===== src/rtl/jtag_debug_top.sv =====
// JTAG debug slave: oversampled TAP controller with IDCODE, BYPASS and
// address/data scan access to a small scratch register file, all on clk.
module jtag_debug_top #(
   parameter logic [31:0] IDCODE = 32'h1495_11C3,
   parameter int          NREGS  = 16
) (
   input  logic clk,
   input  logic rst,
   input  logic tap_tck,
   input  logic tap_tms,
   input  logic tap_tdi,
   output logic tap_tdo,
   input  logic test_mode
);

   localparam int         AW        = (NREGS > 1) ? $clog2(NREGS) : 1;
   localparam logic [8:0] NREGS_LIM = 9'(NREGS);

   localparam logic [3:0] IR_IDCODE = 4'h1;
   localparam logic [3:0] IR_ADDR   = 4'h2;
   localparam logic [3:0] IR_DATA   = 4'h3;

   typedef enum logic [3:0] {
      TLR, RTI, SEL_DR, CAP_DR, SH_DR, EX1_DR, PAUSE_DR, EX2_DR, UPD_DR,
      SEL_IR, CAP_IR, SH_IR, EX1_IR, PAUSE_IR, EX2_IR, UPD_IR
   } tap_state_t;

   logic [1:0]  tck_s;
   logic [1:0]  tms_s;
   logic [1:0]  tdi_s;
   logic        tck_d;
   logic        tck_rise;
   logic        tck_fall;

   tap_state_t  state;
   tap_state_t  state_next;
   logic [3:0]  ir;
   logic [3:0]  ir_sr;
   logic [31:0] dr_sr;
   logic [7:0]  addr;
   logic [31:0] regs [NREGS];
   logic        addr_in_range;
   logic [31:0] capture_val;

   function automatic tap_state_t next_state(input tap_state_t s, input logic tms);
      case (s)
         TLR:      return tms ? TLR      : RTI;
         RTI:      return tms ? SEL_DR   : RTI;
         SEL_DR:   return tms ? SEL_IR   : CAP_DR;
         CAP_DR:   return tms ? EX1_DR   : SH_DR;
         SH_DR:    return tms ? EX1_DR   : SH_DR;
         EX1_DR:   return tms ? UPD_DR   : PAUSE_DR;
         PAUSE_DR: return tms ? EX2_DR   : PAUSE_DR;
         EX2_DR:   return tms ? UPD_DR   : SH_DR;
         UPD_DR:   return tms ? SEL_DR   : RTI;
         SEL_IR:   return tms ? TLR      : CAP_IR;
         CAP_IR:   return tms ? EX1_IR   : SH_IR;
         SH_IR:    return tms ? EX1_IR   : SH_IR;
         EX1_IR:   return tms ? UPD_IR   : PAUSE_IR;
         PAUSE_IR: return tms ? EX2_IR   : PAUSE_IR;
         EX2_IR:   return tms ? UPD_IR   : SH_IR;
         UPD_IR:   return tms ? SEL_DR   : RTI;
         default:  return TLR;
      endcase
   endfunction

   // Pin oversampling; the extra tck copy turns the synced level into one-clk edge strobes.
   always_ff @(posedge clk) begin
      if (!rst) begin
         tck_s <= '0;
         tms_s <= '0;
         tdi_s <= '0;
         tck_d <= 1'b0;
      end else begin
         tck_s <= {tck_s[0], tap_tck};
         tms_s <= {tms_s[0], tap_tms};
         tdi_s <= {tdi_s[0], tap_tdi};
         tck_d <= tck_s[1];
      end
   end

   assign tck_rise      = tck_s[1] & ~tck_d;
   assign tck_fall      = ~tck_s[1] & tck_d;
   assign state_next    = next_state(state, tms_s[1]);
   assign addr_in_range = {1'b0, addr} < NREGS_LIM;

   always_comb begin
      capture_val = '0;
      case (ir)
         IR_IDCODE: capture_val = IDCODE;
         IR_ADDR:   capture_val = {24'h0, addr};
         IR_DATA:   capture_val = addr_in_range ? regs[addr[AW-1:0]] : '0;
         default:   capture_val = '0;
      endcase
   end

   // Every TAP action is gated by tck_rise, so capture and update fire exactly once per scan.
   always_ff @(posedge clk) begin
      if (!rst) begin
         state <= TLR;
         ir    <= IR_IDCODE;
         ir_sr <= '0;
         dr_sr <= '0;
         addr  <= '0;
         for (int i = 0; i < NREGS; i++) regs[i] <= '0;
         tap_tdo <= 1'b0;
      end else begin
         if (tck_rise) begin
            state <= state_next;
            case (state)
               CAP_IR: ir_sr <= 4'b0101;
               SH_IR:  ir_sr <= {tdi_s[1], ir_sr[3:1]};
               CAP_DR: dr_sr <= capture_val;
               SH_DR: begin
                  case (ir)
                     IR_IDCODE, IR_DATA: dr_sr      <= {tdi_s[1], dr_sr[31:1]};
                     IR_ADDR:            dr_sr[7:0] <= {tdi_s[1], dr_sr[7:1]};
                     default:            dr_sr[0]   <= tdi_s[1];
                  endcase
               end
               default: ;
            endcase
            if (state_next == TLR) begin
               ir <= IR_IDCODE;
            end else if (state_next == UPD_IR) begin
               ir <= ir_sr;
            end
            if (state_next == UPD_DR) begin
               case (ir)
                  IR_ADDR: addr <= dr_sr[7:0];
                  IR_DATA: begin
                     if (addr_in_range) regs[addr[AW-1:0]] <= dr_sr;
                     addr <= addr + 8'd1;
                  end
                  default: ;
               endcase
            end
         end
         if (test_mode) begin
            tap_tdo <= tdi_s[1];
         end else if (tck_fall) begin
            if (state == SH_DR)      tap_tdo <= dr_sr[0];
            else if (state == SH_IR) tap_tdo <= ir_sr[0];
            else                     tap_tdo <= 1'b0;
         end
      end
   end

endmodule


===== config.mk =====
export PLATFORM = sky130hd
export DESIGN_NAME = jtag_debug_top
export DESIGN_NICKNAME = d
export VERILOG_FILES = /design/src/rtl/jtag_debug_top.sv
export SDC_FILE = /design/constraint.sdc
export NUM_CORES = 1
export LEC_CHECK = 0
export ABC_CLOCK_PERIOD_IN_PS = 5210
export BUFFER_PORTS_ARGS = -buffer_cell sky130_fd_sc_hd__buf_2
export CAP_MARGIN = 5
export CORE_ASPECT_RATIO = 1.1
export CORE_MARGIN = 2
export CORE_UTILIZATION = 61
export DETAILED_ROUTE_END_ITERATION = 10
export HOLD_SLACK_MARGIN = 0.08
export PLACE_DENSITY = 0.78
export SYNTH_ARGS = -nofsm -noshare
export SYNTH_HDL_FRONTEND = slang
export SYNTH_SLANG_ARGS = --single-unit
export TNS_END_PERCENT = 10

===== constraint.sdc =====
create_clock -name clk -period 5.21 [get_ports clk]
set_input_delay 0.521 -clock clk [delete_from_list [all_inputs] [get_ports clk]]
set_output_delay 0.521 -clock clk [all_outputs]
set_load 0.01 [all_outputs]

==> results, run 1 <==
- The clock latency on the worst-skew pair is 610 ps.
- For this block, the via count after detailed routing is 15,600.
- Once placement finished, the instance area stood at 26,900 µm².
- Of all flip-flops after synthesis, the portion carrying an async set or reset was 0.
- The share of total power consumed by net switching is 0.2047.
- The final number of max-transition violations is 0.
- The path category of the worst min-delay check is in2reg.
- The number of endpoints failing setup at the final stage is 0.
- The setup check on the worst reg-to-reg path leaves a slack of 1650 ps.
- The transition time of the tightest slew-check pin is 1337 ps.
- The detailed placement HPWL is 37.71 mm.
- The post-synthesis register bit count is 576.
- The count of nets left with antenna violations once routing finished came out at 0.
- The number of hold violations in the final report is 0.
- Counting I/O delays and the setup requirement, the final critical path takes 3565 ps.
- Wires add up to 64.91 mm.
- After layout, the worst setup slack is 1645 ps.
- The max-capacitance violation count is 0.
- Entering global routing, the biggest net connects 67 pins.
- The share of total power dissipated in the clock network is 0.435.
- At the worst endpoint, the required time is 5420 ps.
- The cell-internal power is 7.641 mW.
- The cell area after synthesis is 26,400 µm².
- The worst slack after detailed placement is 1358 ps.
- The number of buffer cells added on primary ports is 6.
- Buffers added to address setup during post-CTS repair amount to 0.
- When the netlist entered floorplanning its net count stood at 1,839.
- The first TritonRoute pass finished after 6 iterations.
- The number of nets in the layout is 1,768.
- Synthesis produced 1,829 cells.
- The synthesized area per cell is 14.43 µm².
- The post-layout total power is 9.608 mW.
- The clock drives 576 sinks.
- The register cell area after layout is 16,670 µm².
- For this design the top-level I/O count stands at 7.
- The total number of placement rows is 79.
- The run finished with clean final reports.
- The kind of launch point of the worst setup path is a register.
- The multi-input combinational cells in the finished layout cover a total of 9065 µm².
- The buffer levels on the longest clock path is 3.
- In the global route stage, overall resource usage came out at 0.2936.
- The floorplan die width is 202.4 µm.
- The number of filler instances in the final layout is 2,850.
- The share of the yosys chip area belonging to registers is 0.6309.
- The number of gates resized after cts is 0.
- The overall overflow remaining after global route is 0.
- Of all nets on the critical path, the largest fanout is 32.
- The endpoint kind of the worst setup timing path is a register.
- The via count of the first global-routing pass is 15,580.
- TritonCTS built the clock tree.
- The Yosys warning count is 0.
- The final core utilization is 0.6786.
- The portion of the clock cycle consumed by the worst path in the final layout is 0.6842.
- The static leakage power is 9.928 nW.
- The first global-routing pass estimated 97.46 mm of wire.
- The number of antenna violations at the first check in global routing is 0.
- After routing, the total negative slack on setup checks comes to 0 ps.
- Data arrives at the worst endpoint at 3780 ps.
- The switching power of the nets is 1.966 mW.
- Clock-pin slew was measured on the worst setup and hold paths at 60 ps.
- The share of layout cells above drive strength 1 is 0.1819.
- The maximum level of the CTS H-tree is 2.
- In the final routed layout, each cell accounts on average for 27.39 µm.
- The final clock skew is 15.03 ps.
- The worst slew slack as a fraction of its limit is 0.1055.
- The fmax is 280.5 MHz.
- The critical path is of the reg2reg type.
- The worst-case IR drop observed on VDD is 0.0003700 V.
- In the routed layout, each cell is associated on average with a via count of 6.583.
- Compared with the post-synthesis result, the final layout area differs by 9.256%.
- The antenna diode instance count is 0.
- The floorplan step defined a die boundary enclosing 44,960 µm².
- The number of enable flip-flop cells after synthesis is 512.
- The die span in y is 222.2 µm.
- The tree is rooted in a clkbuf_16.
- In this run, distinct cell masters in the synthesized netlist total 68.
- Setup repair after global routing left no endpoint under its margin.
- The initial core utilization is 0.6211.
- Of the total power, combinational logic draws 0.025.
- The register share of total power is 0.540.
- The most frequently used flop master after synthesis is edfxtp_1.
- The power density relative to cell area is 333.1 nW/µm².
- In this run the standard cell core region covers 42,500 µm².
- The hold-fix buffer count after cts is 0.
- For this block, the initial DRC count from the detailed router was 1,973.
- The routability congestion estimate is 0.8644.
- The number of CTS-inserted buffers is 55.
- The final design area excluding fillers is 28,840 µm².
- The number of remaining DRC errors is 0.
-- synthesized netlist by cell type, drive strengths merged, types with 2 or more instances --
cell type  instances  area [µm²]
edfxtp           512       15370
ha                 4       50.05
dfxtp             64        1281
o211ai             3       22.52
nor4b              3       38.79
mux4             125        2815
a211oi             8       60.06
a21oi             40       200.2
o21ai             50       250.2
o22ai              5       31.28
mux2i             22       220.2
a221oi            26       227.7
mux2              33       371.6
o32ai              8       70.07
buf               72       420.4
a22oi              5       37.54
nor2              51       216.5
nand2             53       198.9
or3                5       31.28
clkbuf            99       390.4
inv               10       37.54
nor3b              6       55.05
and3               8       50.05
a31oi              4       25.02
o21a               3       22.52
nor4               6       43.79
nand2b             9       56.30
a2bb2oi            2       17.52
a311oi             2       17.52
or2                2       12.52
a32o               2       20.02
nand3             11       55.05
nor2b              6       37.54
nor3              32       171.4
and2             499        3122
a22o              18       157.7
-- registers in the layout, indices dropped and copies added (netlist names), named ones only --
name and flops:
regs 512, dr_sr 32, addr 8, ir 4, ir_sr 4, state 4, tck_s 2, tdi_s 2
tms_s 2, tap_tdo 1, tck_d 1
-- power groups by stage --
stage	Clock [mW]	Sequential, mW	Combinational (mW)
after global placement	0	5.28	0.223
after detailed placement	0	5.29	0.234
after floorplan	0	5.28	0.138
after CTS	4.19	5.19	0.235
final	4.18	5.19	0.242
after global routing	4.36	5.20	0.253
-- final timing paths --
path | start | to | cells after the start
max | state[3] | regs[4][14] | 4
min | tap_tdi | tdi_s[0] | 2
max reg2reg | state[3] | regs[4][14] | 4
min reg2reg | tms_s[0] | tms_s[1] | 1
-- logic make-up (layout without fill, tap and decap cells) --
logic type	Yosys count	in the layout	share of synthesized area
muxes	180	180	0.1291
xor gates and xnor gates	1	1	0.0003318
buffers and inverters	181	155	0.03213
adders and majority gates	4	4	0.001896
AOI/OAI and AO/OA	186	186	0.04720
DFF	576	576	0.6309
and+or+nand+nor	701	701	0.1585
-- stage by stage --
stage	instances	hold slack, ps
finish	2370	117.2
global route	2370	104.2
CTS	2368	97.00
detailed placement	2266	430.9
global placement	2260	419.2
floorplan	1829	411.9
-- per-layer routing --
| layer | track usage | vias to the layer above | wire length (µm) |
|---|---|---|---|
| li1 | - | 6613 | - |
| met1 | 0.4023 | 7865 | 24450 |
| met2 | 0.4670 | 947 | 31240 |
| met3 | 0.06615 | 176 | 6776 |
| met4 | 0.1071 | 0 | 2444 |
| met5 | 0 | - | 0 |
-- critical path: stages, from the launching register on --
cell	delay (ps)
dfxtp_1	520
nor3b_2	460
nand4_2	200
or3b_1	780
o21ai_4	1180
-- layout by cell type (no fill, tap or decap), types with 33 or more instances in the layout --
| cell | instances |
|---|---|
| dfxtp_1 | 61 |
| a21oi_1 | 40 |
| mux2_2 | 33 |
| nor2_1 | 39 |
| edfxtp_1 | 512 |
| o21ai_0 | 38 |
| nand2_1 | 53 |
| and2_1 | 499 |
| clkbuf_16 | 59 |
| mux4_2 | 125 |
-- final cells by class --
cell class                 instances  area share
multi-input combinational       1072      0.3143
clock inverter                    30     0.01115
tap                              567     0.02460
timing repair buffer              43     0.01657
sequential                       576      0.5778
inverter                          10    0.001301
clock buffer                      72     0.05427
(Power assumes the default switching activity.)
==> inputs of run 2 (changes only) <==
--- a/config.mk
+++ b/config.mk
@@ -5,12 +5,12 @@
 export SDC_FILE = /design/constraint.sdc
 export NUM_CORES = 1
 export LEC_CHECK = 0
-export ABC_CLOCK_PERIOD_IN_PS = 5210
+export ABC_CLOCK_PERIOD_IN_PS = 3200
 export BUFFER_PORTS_ARGS = -buffer_cell sky130_fd_sc_hd__buf_2
 export CAP_MARGIN = 5
 export CORE_ASPECT_RATIO = 1.1
 export CORE_MARGIN = 2
-export CORE_UTILIZATION = 61
+export CORE_UTILIZATION = 58
 export DETAILED_ROUTE_END_ITERATION = 10
 export HOLD_SLACK_MARGIN = 0.08
 export PLACE_DENSITY = 0.78
==> constraint.sdc (replaced) <==
create_clock -name clk -period 3.2 [get_ports clk]
set_input_delay 0.32 -clock clk [delete_from_list [all_inputs] [get_ports clk]]
set_output_delay 0.32 -clock clk [all_outputs]
set_load 0.01 [all_outputs]
==> results, run 2 (same netlist as run 1, synthesis figures left out) <==
- The peak ir drop on the vdd network was 0.0005401 V (+46%).
- The routability congestion estimate is 0.8365 (-3.2%).
- The filler-free cell count of the finished design is 2,450 (+3.4%).
- The count of antenna-violating nets left after detailed routing is 0 (unchanged).
- The share of total power consumed by net switching came to 0.2013 (-0.003322).
- The share of total power in combinational logic is 0.026 (about the same).
- The multi-input combinational cell area is 9060 µm² (about the same).
- The number of CTS-inserted buffers was 56 (+1.8%).
- The static leakage power is 10.19 nW (+2.6%).
- TritonCTS built the clock tree.
- The number of I/O pins is 7 (unchanged).
- The cell that appears most often on the critical path is buf_4.
- Ranked by flip-flop count, first place goes to regs.
- The routed wire length came to 63.93 mm (-1.5%).
- The number of flip-flops in the largest register came to 512 (unchanged).
- The final number of max-transition violations was 0 (unchanged).
- The max-capacitance violation count is 0 (unchanged).
- The path type of the worst setup path is reg2reg.
- The total number of placement rows is 82 (+3.8%).
- The via count normalized by instance count is 6.378 (-3.1%).
- The initial core utilization is 0.5835 (-0.03765).
- The top fanout value on the critical path is 16 (-50%).
- The average detailed-routed wire length per instance is 26.09 µm (-4.7%).
- The number of endpoints failing setup at the final stage was 0 (unchanged).
- The total via count after detailed routing is 15,630 (+0.17%).
- The number of placed instances, taps included is 2,340 (+3.3%).
- The die outline area came to 47,240 µm² (+5.1%).
- The register cell area after layout is 16,670 µm² (unchanged).
- The run finished with clean final reports.
- The die span in y is 227.8 µm (+2.5%).
- The starting DRC count in detailed routing came to 1,911 (-3.1%).
- The clock latency on the worst-skew pair is 600 ps (about the same).
- The number of hold violations in the final report is 0 (unchanged).
- The clock-pin slew on the worst setup and hold paths is 60 ps (about the same).
- The largest stage delay on the critical path was 480 ps (-700 ps).
- The kind of launch point of the worst setup path is a register.
- The global-route wire length before repair is 97.29 mm (-0.17%).
- STA classifies the critical path endpoint as a register.
- The maximum level of the CTS H-tree came to 2 (unchanged).
- The overall overflow remaining after global route is 0 (unchanged).
- The fmax is 350.7 MHz (+25%).
- The total number of clock tree sinks is 576 (unchanged).
- The critical path buffer and inverter count is 2 (+2).
- The synthesis-to-layout area growth is 10.83%.
- The buffer levels on the longest clock path is 3 (unchanged).
- The cell-internal power is 12.40 mW (+62%).
- The clock root buffer is clkbuf_16.
- The clock group share of total power is 0.430 (-0.005).
- The arrival time of data at the critical path endpoint came to 3310 ps (-470 ps).
- The total global-route track usage is 0.2736 (-0.01998).
- The portion of the clock cycle consumed by the worst path in the final layout was 0.8910 (+0.2068).
- The worst-path cell with the longest stage delay is dfxtp_1.
- The flop-to-flop setup slack is 350 ps (-1300 ps).
- The number of detailed-route iterations in the first pass is 5 (-1).
- The power density relative to cell area is 530.7 nW/µm² (+59%).
- The via count of the first global-routing pass is 16,060 (+3.1%).
- The worst slew slack as a fraction of its limit came to 0.1725 (+0.06697).
- The number of filler instances in the final layout is 3,088 (+8.4%).
- The area of the core came to 45,250 µm² (+6.5%).
- The detailed placement HPWL was 39.36 mm (+4.4%).
- The final clock skew came to 36.02 ps (+20.99 ps).
- The register share of total power is 0.544 (+0.004).
- The shortest clock period the worst path allows after layout is 2851 ps (-713.3 ps).
- In the layout the commonest cells are edfxtp_1 (512), and2_1 (499), mux4_2 (125).
- In the final layout, the registers with the most flip-flops are regs x512, dr_sr x32, addr x8.
- The floorplan die width is 207.4 µm (+2.5%).
- The number of buffer cells added on primary ports is 6 (unchanged).
- The sum of negative setup slack is 0 ps (unchanged).
- The number of antenna violations at the first check in global routing was 2 (+2).
- The number of remaining DRC errors is 0 (unchanged).
- Traced cell by cell, the critical path runs through and4bb_1 > nand4_2 > or3b_1 > buf_4 > nor2_2 > buf_4 > and2_1.
- Leaving out fill and tap cells, the most frequent cell in the layout is edfxtp_1.
- The share of layout cells above drive strength 1 came to 0.2020 (+0.02012).
- The switching power of the nets is 3.126 mW (+59%).
- The path class of the tightest hold or removal check is in2reg.
- On the critical path the largest part of the delay comes from simple AND/OR/NAND/NOR gates.
- The largest net degree at the start of global routing came to 37 (-45%).
- Setup repair after global routing left no endpoint under its margin.
- The number of nets in the layout came to 1,824 (+3.2%).
- The required time of the worst setup path is 3660 ps (-1760 ps).
- The transition time of the tightest slew-check pin was 1237 ps (-99.96 ps).
[run 2: cell count changes in the layout (fill, tap and decap cells not counted), moves of 3 or more]
cell,before,now
buf_4,26,75
buf_12,5,13
buf_16,5,0
clkbuf_8,4,8
clkinv_1,6,10
dlygate4sd3_1,0,4
clkbuf_16,59,56
[run 2: per-layer routing]
metal	up-vias	global-route usage	part of all wire
met2	775	0.4535	0.50
met3	151	0.05575	0.090
met5	-	0	0
met4	0	0.1071	0.039
met1	7962	0.3582	0.38
li1	6739	-	-
[run 2: what timing repair did]
item / CTS / global route
buffers inserted: 0 / 0
hold endpoints to repair: 4 / 0
endpoints found under the setup margin: 0 / 0
gates resized for setup: 0 / 0
hold buffers: 4 / 0
[run 2: final timing paths]
check                      to  depth (start not counted)      from
hold / removal          ir[0]                          2       rst
setup / recovery  regs[5][11]                          7     ir[0]
hold reg to reg      tdi_s[1]                          1  tdi_s[0]
setup reg to reg  regs[5][11]                          7     ir[0]
[run 2: through the flow]
step	instance area [µm²]	hold WS (ps)	total power [mW]	setup slack, ps	utilization
after global routing	29260	177.3	15.89	276.9	0.6467
final	29260	170.5	15.53	348.7	0.6467
after floorplan	26400	411.9	8.808	-314.4	-
after global placement	27350	420.9	8.979	581.2	0.6046
after CTS	29260	135.8	15.58	420.0	0.6466
after detailed placement	27350	422.8	9.004	434.4	0.6046
[run 2: power groups by stage]
stage	combinational [mW]	clock [mW]	sequential, mW
floorplan	0.226	0	8.58
global placement	0.397	0	8.58
detailed placement	0.403	0	8.60
CTS	0.409	6.73	8.44
global route	0.430	7.00	8.46
finish	0.409	6.68	8.44
[run 2: final cells by class]
class / count / share of cell area
sequential: 576 / 0.5696
clock inverter: 30 / 0.01065
tap: 588 / 0.02514
clock buffer: 75 / 0.05307
multi-input combinational: 1072 / 0.3096
timing repair buffer: 98 / 0.03053
inverter: 10 / 0.001283
antenna: 1 / 0.00008552
[run 2: worst register-to-register path, cell delays in order (launching register included)]
cell,delay [ps]
dfxtp_1,480
and4bb_1,450
nand4_2,220
or3b_1,410
buf_4,230
nor2_2,480
buf_4,300
and2_1,160
==> inputs of run 3 (changes only) <==
--- a/config.mk
+++ b/config.mk
@@ -8,7 +8,7 @@
 export ABC_CLOCK_PERIOD_IN_PS = 3200
 export BUFFER_PORTS_ARGS = -buffer_cell sky130_fd_sc_hd__buf_2
 export CAP_MARGIN = 5
-export CORE_ASPECT_RATIO = 1.1
+export CORE_ASPECT_RATIO = 0.75
 export CORE_MARGIN = 2
 export CORE_UTILIZATION = 58
 export DETAILED_ROUTE_END_ITERATION = 10
==> results, run 3 (same netlist as run 1, synthesis figures left out) <==
- The signal on the critical path passes through and4bb_1 > nand4_2 > or3b_1 > o21ai_4 > buf_12.
- The final clock skew is 24.47 ps (-11.55 ps).
- The die outline area was 47,260 µm² (about the same).
- The maximum level of the CTS H-tree came to 2 (unchanged).
- The number of I/O pins is 7 (unchanged).
- The final number of max-transition violations is 0 (unchanged).
- The path category of the worst min-delay check is in2reg.
- The total number of placement rows is 67 (-18%).
- The overall overflow remaining after global route is 0 (unchanged).
- The die span in y came to 188.8 µm (-17%).
- The post-layout total power came to 14.93 mW (-3.9%).
- The worst-path cell with the longest stage delay is or3b_1.
- The number of placed instances, taps included is 2,339 (-0.043%).
- The most common cell after layout, fill and taps aside is edfxtp_1.
- The buffer levels on the longest clock path is 3 (unchanged).
- The register with the most flip-flops in the final layout is regs.
- The clock root buffer is clkbuf_16.
- The number of buffer cells added on primary ports is 6 (unchanged).
- The via count of the first global-routing pass is 15,990 (-0.44%).
- The total number of clock tree sinks is 576 (unchanged).
- The number of filler instances in the final layout is 3,118 (+0.97%).
- The worst slew slack as a fraction of its limit is 0.2375 (+0.06498).
- The largest registers in the layout are regs x512, dr_sr x32, addr x8.
- The number of hold violations in the final report is 0 (unchanged).
- The static leakage power is 10.10 nW (-0.93%).
- The sum of negative setup slack is 0 ps (unchanged).
- The shortest clock period the worst path allows after layout was 2987 ps (+135.4 ps).
- The peak ir drop on the vdd network is 0.0004167 V (-23%).
- The largest net degree at the start of global routing is 42 (+14%).
- The portion of the clock cycle consumed by the worst path in the final layout is 0.9333 (+0.04232).
- The count of antenna-violating nets left after detailed routing was 0 (unchanged).
- The endpoint kind of the worst setup timing path is a register.
- The number of antenna violations at the first check in global routing was 1 (-1).
- The top cell types in the final layout, fill and taps aside, are edfxtp_1 (512), and2_1 (499), mux4_2 (125).
- The filler-free cell count of the finished design was 2,442 (-0.33%).
- The total via count after detailed routing came to 15,990 (+2.3%).
- The routability congestion estimate is 0.8928 (+6.7%).
- The starting DRC count in detailed routing is 2,257 (+18%).
- The max-capacitance violation count is 0 (unchanged).
- Setup repair after global routing left no endpoint under its margin.
- The clock-pin slew on the worst setup and hold paths is 70 ps (about the same).
- The floorplan die width is 250.4 µm (+21%).
- The number of remaining DRC errors is 0 (unchanged).
- The number of CTS-inserted buffers is 52 (-7.1%).
- The met3 routing resource usage after global routing is 0.09974 (+0.04398).
- The total global-route track usage is 0.2981 (+0.02448).
- The detailed placement HPWL was 40.59 mm (+3.1%).
- The required time of the worst setup path came to 3490 ps (-170 ps).
- The multi-input combinational cell area was 9060 µm² (unchanged).
- The top fanout value on the critical path was 14 (-2).
- The area of the core is 44,770 µm² (-1.1%).
- The largest stage delay on the critical path came to 770 ps (+290 ps).
- The global routing's busiest layer is met2.
- The fmax is 334.8 MHz (-4.5%).
- The global-route track usage on met1 is 0.4252 (+0.06697).
- The average detailed-routed wire length per instance is 28.27 µm (+8.3%).
- The synthesis-to-layout area growth is 10.32%.
- The number of detailed-route iterations in the first pass is 5 (unchanged).
- The routing usage on met2 is 0.4429 (-0.01059).
- The number of nets in the layout is 1,821 (-0.16%).
- The run finished with clean final reports.
- The CTS tree is yes.
- The final core utilization is 0.6506 (+0.003922).
- The path type of the worst setup path is reg2reg.
- The clock latency on the worst-skew pair came to 590 ps (about the same).
- The via count normalized by instance count is 6.548 (+2.7%).
- The worst setup path is launched from a register.
- The transition time of the tightest slew-check pin is 1144 ps (-92.90 ps).
- The power density relative to cell area is 512.5 nW/µm² (-3.4%).
- The number of flip-flops in the largest register is 512 (unchanged).
- The arrival time of data at the critical path endpoint is 3270 ps (-40 ps).
- The final hold slack is 306.2 ps (+135.8 ps).
- The routed wire length is 69.03 mm (+8.0%).
- The global-route wire length before repair is 102.9 mm (+5.7%).
- The number of endpoints failing setup at the final stage is 0 (unchanged).
- The initial core utilization is 0.5897 (+0.006262).
- The share of layout cells above drive strength 1 came to 0.1989 (-0.003120).
- The register cell area after layout is 16,670 µm² (unchanged).
- The number of buffers inserted to repair setup after CTS was 0 (unchanged).
run 3: worst paths after layout:
path / startpoint / end / slack [ps] / depth (start not counted)
max: ir[0] / regs[5][22] / 210 / 5
min: rst / ir[0] / 310 / 2
max reg2reg: ir[0] / regs[5][22] / 210 / 5
min reg2reg: tdi_s[0] / tdi_s[1] / 440 / 1
run 3: per-stage QoR:
| step | cell area (µm²) | setup WS, ps |
|---|---|---|
| after floorplan | 26400 | -314.4 |
| after global routing | 29120 | 113.8 |
| after detailed placement | 27470 | 324.6 |
| after CTS | 29120 | 288.9 |
| final | 29130 | 213.3 |
| after global placement | 27470 | 440.2 |
run 3: where the power goes:
group	leakage, nW	switching, mW	internal [mW]
combinational	3.51	0.284	0.154
sequential	5.80	0.0716	8.37
clock	0.784	2.80	3.25
total	10.1	3.16	11.8
run 3: repair_timing:
item | CTS | global route
hold buffers | 4 | 0
resized for setup | 0 | 0
endpoints found under the hold margin | 4 | 0
run 3: critical path, delay by kind of cell, from the launching register on:
family	cells	cell delay (ps)
flip-flops	1	490
AND/OR/NAND/NOR	3	1440
AO/OA/AOI/OAI	1	530
buffers and inverters	1	210
run 3: routing by layer:
layer | part of all wire | up-vias
met3 | 0.14 | 131
met1 | 0.39 | 8069
met5 | 0 | -
met2 | 0.45 | 1054
li1 | - | 6736
met4 | 0.024 | 0
run 3: final cells by class:
cell class | instances | share of cell area
Sequential cell | 576 | 0.5723
Inverter | 10 | 0.001289
Multi-Input combinational cell | 1072 | 0.3111
Tap cell | 586 | 0.02517
Clock buffer | 64 | 0.04764
Clock inverter | 34 | 0.007690
Antenna cell | 1 | 0.00008592
Timing Repair Buffer | 99 | 0.03480
